===== src/rtl/hilo_pipe_if.sv =====
// hilo_pipe_if: execute-side bus of the HI/LO write pipeline.
// The pipeline takes the slave view; the driving execute unit takes the master view.
interface hilo_pipe_if;
  logic        ex_hi_we_i;
  logic        ex_lo_we_i;
  logic [31:0] ex_hi_i;
  logic [31:0] ex_lo_i;
  logic        ex_stall_i;
  logic        mem_stall_i;
  logic        flush_i;
  logic [31:0] hi_o;
  logic [31:0] lo_o;
  logic [31:0] hi_arch_o;
  logic [31:0] lo_arch_o;
  logic [1:0]  pend_cnt_o;

  modport slave (
    input  ex_hi_we_i, ex_lo_we_i, ex_hi_i, ex_lo_i,
    input  ex_stall_i, mem_stall_i, flush_i,
    output hi_o, lo_o, hi_arch_o, lo_arch_o, pend_cnt_o
  );

  modport master (
    output ex_hi_we_i, ex_lo_we_i, ex_hi_i, ex_lo_i,
    output ex_stall_i, mem_stall_i, flush_i,
    input  hi_o, lo_o, hi_arch_o, lo_arch_o, pend_cnt_o
  );
endinterface


===== src/rtl/hilo_pipe.sv =====
// hilo_pipe: HI/LO writes staged through EX/MEM and MEM/WB slots before committing.
// Optional macro HILO_FWD_EN: hi_o/lo_o return the youngest staged value instead of the committed one.
module hilo_pipe (
  input  logic       clk,
  input  logic       rst,
  hilo_pipe_if.slave bus
);

  typedef struct packed {
    logic        hi_we;
    logic        lo_we;
    logic [31:0] hi;
    logic [31:0] lo;
  } slot_t;

  localparam slot_t BUBBLE = '{1'b0, 1'b0, 32'h0000_0000, 32'h0000_0000};

  slot_t       m_q, m_d;
  slot_t       w_q, w_d;
  logic [31:0] hi_q, hi_d;
  logic [31:0] lo_q, lo_d;

  function automatic logic [1:0] slot_busy(input slot_t s);
    return {1'b0, s.hi_we | s.lo_we};
  endfunction

`ifdef HILO_FWD_EN
  // Youngest staged write wins; each half is resolved on its own we bit.
  function automatic logic [31:0] fwd_sel(input logic m_we, input logic [31:0] m_val,
                                          input logic w_we, input logic [31:0] w_val,
                                          input logic [31:0] arch);
    logic [31:0] r;
    if (m_we) begin
      r = m_val;
    end else if (w_we) begin
      r = w_val;
    end else begin
      r = arch;
    end
    return r;
  endfunction
`endif

  // EX/MEM slot: flush beats a memory stall, which beats an execute stall.
  always_comb begin
    m_d = m_q;
    if (bus.flush_i) begin
      m_d.hi_we = 1'b0;
      m_d.lo_we = 1'b0;
    end else if (bus.mem_stall_i) begin
      m_d = m_q;
    end else if (bus.ex_stall_i) begin
      m_d = BUBBLE;
    end else begin
      m_d = '{bus.ex_hi_we_i, bus.ex_lo_we_i, bus.ex_hi_i, bus.ex_lo_i};
    end
  end

  // MEM/WB slot: a held EX/MEM slot must not be passed on twice, so a stall inserts a bubble.
  always_comb begin
    w_d = w_q;
    if (bus.flush_i) begin
      w_d.hi_we = 1'b0;
      w_d.lo_we = 1'b0;
    end else if (bus.mem_stall_i) begin
      w_d = BUBBLE;
    end else begin
      w_d = m_q;
    end
  end

  // Commit stage: flush does not stop what already reached MEM/WB.
  always_comb begin
    hi_d = hi_q;
    lo_d = lo_q;
    if (w_q.hi_we) begin
      hi_d = w_q.hi;
    end else begin
      hi_d = hi_q;
    end
    if (w_q.lo_we) begin
      lo_d = w_q.lo;
    end else begin
      lo_d = lo_q;
    end
  end

  // Pipeline state registers.
  always_ff @(posedge clk or negedge rst) begin
    if (!rst) begin
      m_q  <= BUBBLE;
      w_q  <= BUBBLE;
      hi_q <= 32'h0000_0000;
      lo_q <= 32'h0000_0000;
    end else begin
      m_q  <= m_d;
      w_q  <= w_d;
      hi_q <= hi_d;
      lo_q <= lo_d;
    end
  end

  assign bus.hi_arch_o  = hi_q;
  assign bus.lo_arch_o  = lo_q;
  assign bus.pend_cnt_o = slot_busy(m_q) + slot_busy(w_q);

`ifdef HILO_FWD_EN
  assign bus.hi_o = fwd_sel(m_q.hi_we, m_q.hi, w_q.hi_we, w_q.hi, hi_q);
  assign bus.lo_o = fwd_sel(m_q.lo_we, m_q.lo, w_q.lo_we, w_q.lo, lo_q);
`else
  assign bus.hi_o = hi_q;
  assign bus.lo_o = lo_q;
`endif

endmodule


===== src/flat_wrapper.sv =====
// flat-port wrapper written by rule: the top's interface ports become plain ports
module hilo_pipe_flat 
  (clk, rst, bus_ex_hi_we_i, bus_ex_lo_we_i, bus_ex_hi_i, bus_ex_lo_i, bus_ex_stall_i, bus_mem_stall_i, bus_flush_i, bus_hi_o, bus_lo_o, bus_hi_arch_o, bus_lo_arch_o, bus_pend_cnt_o);
  hilo_pipe_if bus_i ();
  input  logic clk;
  input  logic rst;
  input wire logic [$bits(bus_i.ex_hi_we_i)-1:0] bus_ex_hi_we_i;
  input wire logic [$bits(bus_i.ex_lo_we_i)-1:0] bus_ex_lo_we_i;
  input wire logic [$bits(bus_i.ex_hi_i)-1:0] bus_ex_hi_i;
  input wire logic [$bits(bus_i.ex_lo_i)-1:0] bus_ex_lo_i;
  input wire logic [$bits(bus_i.ex_stall_i)-1:0] bus_ex_stall_i;
  input wire logic [$bits(bus_i.mem_stall_i)-1:0] bus_mem_stall_i;
  input wire logic [$bits(bus_i.flush_i)-1:0] bus_flush_i;
  output wire logic [$bits(bus_i.hi_o)-1:0] bus_hi_o;
  output wire logic [$bits(bus_i.lo_o)-1:0] bus_lo_o;
  output wire logic [$bits(bus_i.hi_arch_o)-1:0] bus_hi_arch_o;
  output wire logic [$bits(bus_i.lo_arch_o)-1:0] bus_lo_arch_o;
  output wire logic [$bits(bus_i.pend_cnt_o)-1:0] bus_pend_cnt_o;
  assign bus_i.ex_hi_we_i = bus_ex_hi_we_i;
  assign bus_i.ex_lo_we_i = bus_ex_lo_we_i;
  assign bus_i.ex_hi_i = bus_ex_hi_i;
  assign bus_i.ex_lo_i = bus_ex_lo_i;
  assign bus_i.ex_stall_i = bus_ex_stall_i;
  assign bus_i.mem_stall_i = bus_mem_stall_i;
  assign bus_i.flush_i = bus_flush_i;
  assign bus_hi_o = bus_i.hi_o;
  assign bus_lo_o = bus_i.lo_o;
  assign bus_hi_arch_o = bus_i.hi_arch_o;
  assign bus_lo_arch_o = bus_i.lo_arch_o;
  assign bus_pend_cnt_o = bus_i.pend_cnt_o;
  hilo_pipe u_core (.clk(clk), .rst(rst), .bus(bus_i));
endmodule

===== config.mk =====
export PLATFORM = sky130hd
export DESIGN_NAME = hilo_pipe_flat
export DESIGN_NICKNAME = d
export VERILOG_FILES = /design/src/rtl/hilo_pipe_if.sv /design/src/rtl/hilo_pipe.sv /design/src/flat_wrapper.sv
export SDC_FILE = /design/constraint.sdc
export NUM_CORES = 1
export LEC_CHECK = 0
export CORE_UTILIZATION = 54
export DETAILED_ROUTE_END_ITERATION = 16
export PLACE_DENSITY = 0.88
export SYNTH_ARGS = -nofsm -noshare
export SYNTH_HDL_FRONTEND = slang
export SYNTH_SLANG_ARGS = --single-unit

===== constraint.sdc =====
create_clock -name clk -period 2.4 [get_ports clk]
set_input_delay 0.36 -clock clk [delete_from_list [all_inputs] [get_ports clk]]
set_output_delay 0.36 -clock clk [all_outputs]
set_load 0.01 [all_outputs]

# Word-level counts from Yosys, hierarchy flattened
# Index checks and enable logic that the tools add are counted.
[totals] wordCells=22 in_bits=71 register_bits=196 out_inout_bits=130
[op_classes] addsub=1 mux=5 bitwise=4 n_reduce_logical=1 eq_ne=1
[op_table] cell="$mux 66" n=3
[op_table] cell="$mux 2" n=2
[op_table] cell="$add 1x1->2" n=1
[op_table] cell="$ne 2x1->1 const B" n=1
[op_table] cell="$not 1->1" n=2
[op_table] cell="$or 1x1->1" n=2
[op_table] cell="$reduce_and 2->1" n=1

# Depth between registers and ports, before layout
[depth] depth_word=3 mapped_depth=5 mapped_depth_nobuf=2

# Least setup slack after synthesis
# No wires, ideal clock.
[synth_timing] path_type="reg2out" startpoint="register u_core.w_q[64] (netlist bit)" endpoint="output port bus_pend_cnt_o[0]" t_required_ps=2040 t_arrival_ps=1271 stages_incl_launch_ff=5 setup_slack_ps=769 path_cell_list="dfrtp_1 > buf_2 > buf_2 > or2_2 > ha_1"
[synth_via] elab_chain_cells=2
[synth_rtl] element="start: declaration" line="hilo_pipe.sv:19" rtl="slot_t w_q, w_d;"
[synth_rtl] element="start signal: assignment" line="hilo_pipe.sv:97" rtl="w_q <= w_d;"
[synth_rtl] element="$or 1x1->1" line="hilo_pipe.sv:24" rtl="return {1'b0, s.hi_we | s.lo_we};"
[synth_rtl] element="$add 1x1->2" line="hilo_pipe.sv:105" rtl="assign bus.pend_cnt_o = slot_busy(m_q) + slot_busy(w_q);"
[synth_rtl] element="end: declaration" line="flat_wrapper.sv:18" rtl="output wire logic [$bits(bus_i.pend_cnt_o)-1:0] bus_pend_cnt_o;"
# Every way passes these cells.

# Final worst setup path
[layout_timing] startpoint="register u_core.m_q[64] (netlist bit)" endpoint="output port bus_pend_cnt_o[0]"
[layout_via] elab_chain_cells=2
[layout_rtl] element="start: declaration" line="hilo_pipe.sv:18" rtl="slot_t m_q, m_d;"
[layout_rtl] element="start signal: assignment" line="hilo_pipe.sv:96" rtl="m_q <= m_d;"
[layout_rtl] element="$or 1x1->1" line="hilo_pipe.sv:24"
[layout_rtl] element="$add 1x1->2" line="hilo_pipe.sv:105"
# Every way passes these cells.

==> load_flow_metrics.sql <==
INSERT INTO impl_metrics (metric_group, metric, value, unit) VALUES
('outcome', 'outcome', 'completed', ''),
('clock_tree', 'quantity_of_gates_resized_following_cts', '0', ''),
('grt', 'grt_antenna_before_repair', '0', ''),
('sta', 'max_clock_freq', '0.437', 'GHz'),
('drt', 'vias', '5653', ''),
('worst_setup_path', 'critical_path_class', 'flop to output pin', ''),
('drt', 'finalWirelength', '17000', 'µm'),
('sta', 'drv_slew', '0', ''),
('placement', 'hpwl', '10900', 'µm'),
('worst_setup_path', 'critPathCaptureType', 'output pin', ''),
('grt', 'grt_start_max_net_pins', '121', ''),
('finish', 'antenna_cells', '0', ''),
('clock_tree', 'cts.repair_timing.setup_buffer_count', '0', ''),
('sta', 'final-hold-violation-count', '0', ''),
('clock_tree', 'path_clk_slew', '0.06', 'ns'),
('synth', 'synth_nets', '827', ''),
('placement', 'numPortBuffers', '200', ''),
('die', 'number_of_core_rows', '45', ''),
('sta', 'finalClockSkew', '0.00781', 'ns'),
('drt', 'firstDrtPassIters', '5', ''),
('synth', 'cell_taking_the_most_area_after_synthesis', 'dfrtp_1', ''),
('die', 'initial_standard_cell_utilization_of_the_core', '55.6', '%'),
('sta', 'report.final.setup_viol', '0', ''),
('drt', 'detail_route.iter0.violations', '322', ''),
('worst_setup_path', 'cp_data_arrival_time', '1.93', 'ns'),
('placement', 'gp_congestion', '0.738', ''),
('finish', 'fillCellCount', '1118', ''),
('flow_run', 'cap_viol_max_count', '0', ''),
('drt', 'post-route-drc-count', '0', ''),
('clock_tree', 'clockBufferDepth', '2', ''),
('clock_tree', 'cts_tree', 'built', ''),
('power', 'powerDensity', '743', 'nW/µm²'),
('grt', 'via_count_of_the_first_global_routing_pass', '5501', ''),
('worst_setup_path', 'critPathSlowestCell', 'clkdlybuf4s50_1', ''),
('synth', 'synth-warning-count', '0', ''),
('synth', 'mappedNetlistArea', '8480', 'µm²'),
('drt', 'ant_nets_after_route', '0', ''),
('die', 'floorplan.die.width', '127', 'µm'),
('die', 'number_of_top_level_pins', '201', ''),
('clock_tree', 'clockRootBuffer', 'clkbuf_16', ''),
('finish', 'layout_common_cells', '196 x clkdlybuf4s50_1, 196 x dfrtp_1, 118 x nand2b_1, 118 x o21ai_0', ''),
('power', 'total_leakage_power', '4.64', 'nW'),
('power', 'vdd_ir_drop_max', '0.000501', 'V'),
('synth', 'avgSynthCellArea', '11.2', 'µm²'),
('clock_tree', 'cts_made_buffers', '17', ''),
('grt', 'grt_pass1_wl', '27800', 'µm'),
('hold_path', 'hold_class', 'input port to flop', ''),
('worst_setup_path', 'critical_path.cell_chain', 'or2_2 > ha_1 > clkdlybuf4s50_1', ''),
('finish', 'layout-area-overhead-vs-synth', '26.0', '%'),
('synth', 'register_bit_count_reported_by_yosys', '196', ''),
('worst_setup_path', 'critPathRequiredTime', '2.04', 'ns'),
('die', 'dieArea', '16200', 'µm²'),
('clock_tree', 'htree_levels', '4', ''),
('worst_setup_path', 'slowest_delay', '0.56', 'ns'),
('finish', 'fin_cells', '1088', ''),
('synth', 'netlist-cell-type-count', '20', ''),
('synth', 'synth_sequential_area_ratio', '57.8', '%'),
('die', 'coreArea', '15300', 'µm²'),
('sta', 'post-route-period-util', '95.3', '%'),
('sta', 'fin_tns_setup', '0', 'ns'),
('drt', 'routedWlPerCell', '15.6', 'µm'),
('worst_setup_path', 'crit_path_start_kind', 'flop', ''),
('drt', 'route.detailed.vias_per_inst', '5.20', ''),
('synth', 'synthesis.instances', '755', ''),
('worst_setup_path', 'crit_path_max_fanout', '3', ''),
('clock_tree', 'clock_sink_count', '196', ''),
('clock_tree', 'source_to_sink_clock_delay_at_the_later_pin_of_the_worst_skew_pair', '0.43', 'ns'),
('placement', 'post-place-cells', '1057', ''),
('finish', 'layout-drive-gt1-share', '12.8', '%'),
('grt', 'grt.overflow.total', '0', ''),
('grt', 'grt_util_all_layers', '22.3', '%'),
('sta', 'slew-limit-headroom', '57.2', '%'),
('synth', 'post_synth_main_area_contributors', 'dfrtp_1 58%, nand2b_1 8.7%, mux2_2 8.5%', ''),
('sta', 'rsz0062_at_grt', 'no', ''),
('sta', 'worst_slew_pin_slew', '0.641', 'ns'),
('die', 'height_of_the_chip', '127', 'µm'),
('synth', 'yosys.area.top_type_share', '57.8', '%'),
('sta', 'layout_min_cycle_time', '2.29', 'ns'),
('finish', 'finalNetCount', '938', '');
cells by family (layout without fill, tap and decap cells):
group,count (synthesis),after routing,share of synthesized area (%)
flops,196,196,57.8
buf+inv,121,243,9.85
compound gates,194,194,12.0
fa+ha+maj,1,1,0.147
mux,64,64,8.50
simple gates,179,179,11.7
worst max-delay path: cells and delay by family, from the launching register on:
kind / cells / cell delay, ns
fa+ha+maj: 1 / 0.27
buf+inv: 1 / 0.56
simple gates: 1 / 0.29
flops: 1 / 0.38
layout make-up:
type | instances | area, µm² | area share [%]
sequential | 196 | 4900 | 45.9
inverter | 1 | 3.75 | 0.0351
clock buffer | 21 | 470 | 4.40
multi-input combinational | 438 | 2740 | 25.7
timing repair buffer | 212 | 2150 | 20.1
tap | 211 | 264 | 2.47
clock inverter | 9 | 151 | 1.42
metal layers:
layer | global-route usage, % | wire length (µm) | share of wire, %
met2 | 38.6 | 8960 | 53
met3 | 4.56 | 672 | 4.0
met1 | 27.5 | 7150 | 42
met4 | 8.33 | 222 | 1.3
met5 | 0 | 0 | 0
flip-flops by register name (all words and copies together), names as in the netlist:
| signal | count |
|---|---|
| u_core.bus.hi_arch_o | 32 |
| u_core.bus.lo_arch_o | 32 |
| u_core.m_q | 66 |
| u_core.w_q | 66 |
cells in the mapped netlist:
cell type / n
or2_1: 1
buf_6: 16
buf_2: 11
nand2b_1: 118
nor2b_1: 1
buf_1: 1
dfrtp_1: 196
buf_4: 66
nand2_1: 54
inv_1: 1
o21ai_0: 118
nor2_4: 1
or2_2: 2
mux2_2: 64
clkbuf_1: 26
o21ai_1: 64
and2_1: 2
a32o_1: 2
ha_1: 1
a22o_1: 10
where the power goes:
part           internal, mW  leakage [nW]  switching (mW)  total, mW
logic                 0.674          1.69           0.500       1.17
clock network          1.81         0.305            1.16       2.98
registers              3.60          2.64           0.189       3.79
metrics by stage:
| step | hold WS (ns) | utilization [%] | power (mW) | worst slack [ns] | cell area (µm²) |
|---|---|---|---|---|---|
| after floorplan | 0.0644 | - | 4.46 | 0.769 | 8480 |
| after global placement | 0.389 | 65.9 | 4.98 | 0.555 | 10100 |
| after detailed placement | 0.393 | 65.9 | 5.03 | 0.548 | 10100 |
| after CTS | 0.395 | 70.0 | 8.02 | 0.0764 | 10700 |
| after global routing | 0.417 | 70.0 | 8.28 | 0.0468 | 10700 |
| final | 0.413 | 70.0 | 7.94 | 0.113 | 10700 |
timing repair:
item                                    in CTS  in global routing
hold buffers                                 1                  0
endpoints found under the hold margin       63                  0
endpoints found under the setup margin       0                  0
worst paths after layout:
path / startpoint / endpoint / slack, ns / depth (start not counted)
worst min register to register: u_core.w_q[33] / u_core.w_q[33] / 0.48 / 2
worst min-delay path: bus_flush_i / u_core.w_q[40] / 0.41 / 3
max in group asynchronous: rst / u_core.w_q[48] / 1.17 / 3
worst max register to register: u_core.w_q[64] / u_core.bus.lo_arch_o[11] / 1.11 / 2
min in group asynchronous: rst / u_core.bus.lo_arch_o[20] / 0.47 / 2
worst max-delay path: u_core.m_q[64] / bus_pend_cnt_o[0] / 0.11 / 3
No activity file was read; power rests on OpenSTA's default activity.
